==> config.mk <==
export PLATFORM = sky130hd
export DESIGN_NAME = stream_demux
export DESIGN_NICKNAME = d
export VERILOG_FILES = /design/src/rtl/stream_demux.sv
export SDC_FILE = /design/constraint.sdc
export NUM_CORES = 1
export LEC_CHECK = 0
export ABC_CLOCK_PERIOD_IN_PS = 3300
export CORE_UTILIZATION = 26
export DETAILED_ROUTE_END_ITERATION = 8
export HOLD_SLACK_MARGIN = 0.02
export PLACE_DENSITY = 0.56
export SYNTH_ARGS = -nofsm -noshare
export SYNTH_HDL_FRONTEND = slang
export SYNTH_SLANG_ARGS = --single-unit
==> constraint.sdc <==
create_clock -name clk -period 3.3 [get_ports clk]
set_input_delay 0.495 -clock clk [delete_from_list [all_inputs] [get_ports clk]]
set_output_delay 0.495 -clock clk [all_outputs]
set_load 0.01 [all_outputs]
==> src/rtl/stream_demux.sv <==
// Registered 1-to-NUM_OUT stream demultiplexer with valid/ready flow control.
// Each channel owns a one-entry holding register; broadcast is all-or-nothing.
module stream_demux #(
  parameter int DATA_W  = 8,
  parameter int NUM_OUT = 8,
  parameter int SEL_W   = $clog2(NUM_OUT),
  parameter int CNT_W   = 8
) (
  input  logic                      clk,
  input  logic                      rst_n,
  input  logic                      in_valid,
  output logic                      in_ready,
  input  logic [DATA_W-1:0]         in_data,
  input  logic [SEL_W-1:0]          in_sel,
  input  logic                      in_bcast,
  output logic [NUM_OUT-1:0]        out_valid,
  input  logic [NUM_OUT-1:0]        out_ready,
  output logic [NUM_OUT*DATA_W-1:0] out_data,
  output logic [CNT_W-1:0]          drop_cnt
);

  localparam int NUM_PAD = 1 << SEL_W;

  logic [NUM_OUT-1:0] free;
  // Select codes past NUM_OUT read as "free" so out-of-range beats are always taken.
  logic [NUM_PAD-1:0] free_pad;
  logic               sel_ok;
  logic               accept;
  logic               drop;
  logic [CNT_W-1:0]   drop_cnt_reg;

  assign sel_ok   = int'(in_sel) < NUM_OUT;
  assign in_ready = in_bcast ? (&free) : (sel_ok ? free_pad[in_sel] : 1'b1);
  assign accept   = in_valid && in_ready;
  assign drop     = accept && !in_bcast && !sel_ok;
  assign drop_cnt = drop_cnt_reg;

  generate
    for (genvar gi = 0; gi < NUM_PAD; gi++) begin : g_chan
      if (gi < NUM_OUT) begin : g_real
        logic              vld_reg;
        logic [DATA_W-1:0] dat_reg;
        logic              load;

        assign free[gi]     = !vld_reg || out_ready[gi];
        assign free_pad[gi] = free[gi];
        assign load         = accept && (in_bcast || (in_sel == SEL_W'(gi)));

        // A load wins over a drain so a ready consumer sees one beat per cycle.
        always_ff @(posedge clk or negedge rst_n) begin
          if (!rst_n) begin
            vld_reg <= 1'b0;
            dat_reg <= '0;
          end else if (load) begin
            vld_reg <= 1'b1;
            dat_reg <= in_data;
          end else if (out_ready[gi]) begin
            vld_reg <= 1'b0;
          end
        end

        assign out_valid[gi]                  = vld_reg;
        assign out_data[gi*DATA_W +: DATA_W]  = dat_reg;
      end else begin : g_pad
        assign free_pad[gi] = 1'b1;
      end
    end
  endgenerate

  always_ff @(posedge clk or negedge rst_n) begin
    if (!rst_n) begin
      drop_cnt_reg <= '0;
    end else if (drop && (drop_cnt_reg != {CNT_W{1'b1}})) begin
      drop_cnt_reg <= drop_cnt_reg + CNT_W'(1);
    end
  end

endmodule

==> run metrics <==
initial core utilization=26.7%; wirelength, routed=8.26 mm; largest area contributor in the netlist=dfrtp_1; largest stage delay on the critical path=560 ps; power density cells=818 mW/mm^2; max FFs per register=64; # IOs=104; Mapped Area=0.00335 sq mm; EDFF count, synth=0; CP Cell Sequence=clkdlybuf4s50_1 -> and2b_2 -> a221oi_2 -> a221oi_1 -> a21oi_1 -> clkdlybuf4s50_1; CP arrival=2550 ps; initial antenna violation count=0; Synth Register Bits=72; simple-gate share of the synthesized area=5.16%; DRC Markers=0; routability cong.=0.683; Ant. Diodes=0; worst slew pin tran=933 ps; final setup fails=0; maximum number of pins on one net before global-route repair=73; Crit Path Class=in2out; setup total negative slack=0 ps; global-route wire length before repair=12.7 mm; Core Rows=41; Fmax=328 MHz; maximum VDD drop=360 uV; cell leakage power=2.01 nW; crit share post-route=92.3%; Clock Latency Late Sink=330 ps; critical path's slowest cell=clkdlybuf4s50_1; P&R area growth vs syn=41.7%; CP startpoint=in_sel[1]; number of H-tree levels=3; hold-fix buffers at CTS=0; reg2reg start=g_chan[5].g_real.vld_reg$_DFFE_PN0P_; global-route usage over all layers=13.1%; post-synthesis area per instance=16.2 sq um; main area contributors after synthesis=dfrtp_1, mux2_4, a21oi_4, buf_4, nor2b_1; Hold Path Class=in2async; Die H=116 microns; Initial DRC Count=85; post-synthesis compound-gate area fraction=7.84%; CTS tree=done; Longest Clk Path Bufs=2; clk sinks=72; Clock transition at path regs=60 ps; Ys Warns=0; Root Buffer=clkbuf_16; Yosys top cell area share=53.8%; Yosys cell types=24; post_cts resized=0; Antenna Violating Nets Remaining=0; critical path required time=2800 ps; max-slew violations=0; critical path startpoint category=input pin; RSZ-0062 raised after global routing=false; status=finished clean; routed vias=1,981; core box area=0.0126 sq mm; CP Capture Type=output pin; final hold vios=0; vias in the first global route=2,097; sequential share of the synthesized area=53.8%; CP Max Fanout=5; die span in x=116 microns; dpl hpwl=5.26 mm; mux share of post-synthesis cell area=28.7%; Post-Synth XOR/XNOR Area=0%; vias per cell=4.13; count leader, synth=dfrtp_1; most frequent cells after synthesis=dfrtp_1, mux2_4, buf_4; Syn Inst Count=207; share of layout cells above drive strength 1=30.5%; clock skew=5.31 ps; drt wl/cell=17.2 microns; ys async rst share=100%; IO Port Bufs=95; Post-CTS Setup Inserts=0; Max-cap violations=0; drt pass-1 iters=4; Die Area=0.0133 sq mm; minimum clock period=3050 ps; largest family of logic cells by synthesized area=multiplexers; Reg area=0.00180 sq mm; Post-Synth Adder-Cell Area=0%; Tot Pwr=3.88 mW; total CTS buffers=9; Final nets=327; Rel. slew slack=37.8%; grt total ovfl=0; most used cell, CP=clkdlybuf4s50_1; Filler Cell Count=1,200; area of the multi-input gates=0.00143 sq mm; main flop type after synthesis=dfrtp_1
## kinds of logic after synthesis
family	after synthesis
AND/OR/NAND/NOR	27
AO/OA/AOI/OAI	24
multiplexers	64
flip-flops	72
other	1
buffers and inverters	19
## path summary, 6_finish.rpt
kind | slack (ps) | cells past startpoint | end
worst min-delay path | 270 | 1 | g_chan[4].g_real.vld_reg$_DFFE_PN0P_
worst max register to register | 920 | 6 | g_chan[0].g_real.dat_reg[6]$_DFFE_PN0P_
worst min register to register | 510 | 1 | g_chan[2].g_real.dat_reg[3]$_DFFE_PN0P_
min in group clk | 510 | 1 | g_chan[2].g_real.dat_reg[3]$_DFFE_PN0P_
worst max-delay path | 250 | 6 | in_ready
max in group asynchronous | 2380 | 1 | g_chan[3].g_real.vld_reg$_DFFE_PN0P_
## layout by cell type (no fill, tap or decap), drive strengths merged
cell / netlist / layout
nor4: 2 / 2
a22oi: 1 / 1
nor2b: 9 / 9
dfrtp: 72 / 72
clkdlybuf4s50: 0 / 94
inv: 1 / 1
clkinv: 0 / 1
conb: 1 / 8
and2b: 2 / 2
nand2: 1 / 1
nor4b: 1 / 1
or2: 8 / 8
a32oi: 1 / 1
clkbuf: 1 / 10
nand4: 1 / 1
a221oi: 4 / 4
bufinv: 0 / 3
nand2b: 1 / 1
a21oi: 18 / 18
and2: 1 / 1
clkinvlp: 0 / 1
buf: 17 / 3
nor2: 1 / 1
mux2: 64 / 64
## power breakdown
group	switching (mW)	total, mW	internal (mW)	leakage (nW)
combinational	0.480	1.41	0.930	0.998
clock	0.378	1.11	0.736	0.159
sequential	0.180	1.36	1.18	0.856
total	1.04	3.88	2.85	2.01
## through the flow
step | hold WS, ps | util (%) | area (sq um) | worst slack, ps | cells
final | 275 | 37.8 | 4750 | 253 | 480
after global placement | 498 | 35.1 | 4410 | 311 | 465
after CTS | 348 | 37.8 | 4750 | 259 | 480
after floorplan | 199 | - | 3380 | 1110 | 214
after detailed placement | 491 | 35.1 | 4410 | 203 | 465
after global routing | 387 | 37.8 | 4750 | 138 | 480
## area by class of cell
type	instances	area share, %
tap	172	4.53
clock inverter	5	2.24
timing repair buffer	97	20.3
sequential	72	38.0
clock buffer	10	4.82
inverter	1	0.0791
multi-input combinational	123	30.1
## worst max-delay path: cells and delay by family
| kind | cells | cell delay (ps) |
|---|---|---|
| AOI/OAI and AO/OA | 3 | 670 |
| buffers and inverters | 2 | 1110 |
| and+or+nand+nor | 1 | 280 |
## routing by layer
metal,vias to the layer above,track usage [%],part of all wire [%]
met5,-,0,0
met4,0,3.55,1.6
li1,907,-,-
met2,72,18.8,43
met3,11,4.24,5.3
met1,991,18.9,50
Power figures use the tool's default switching activity.
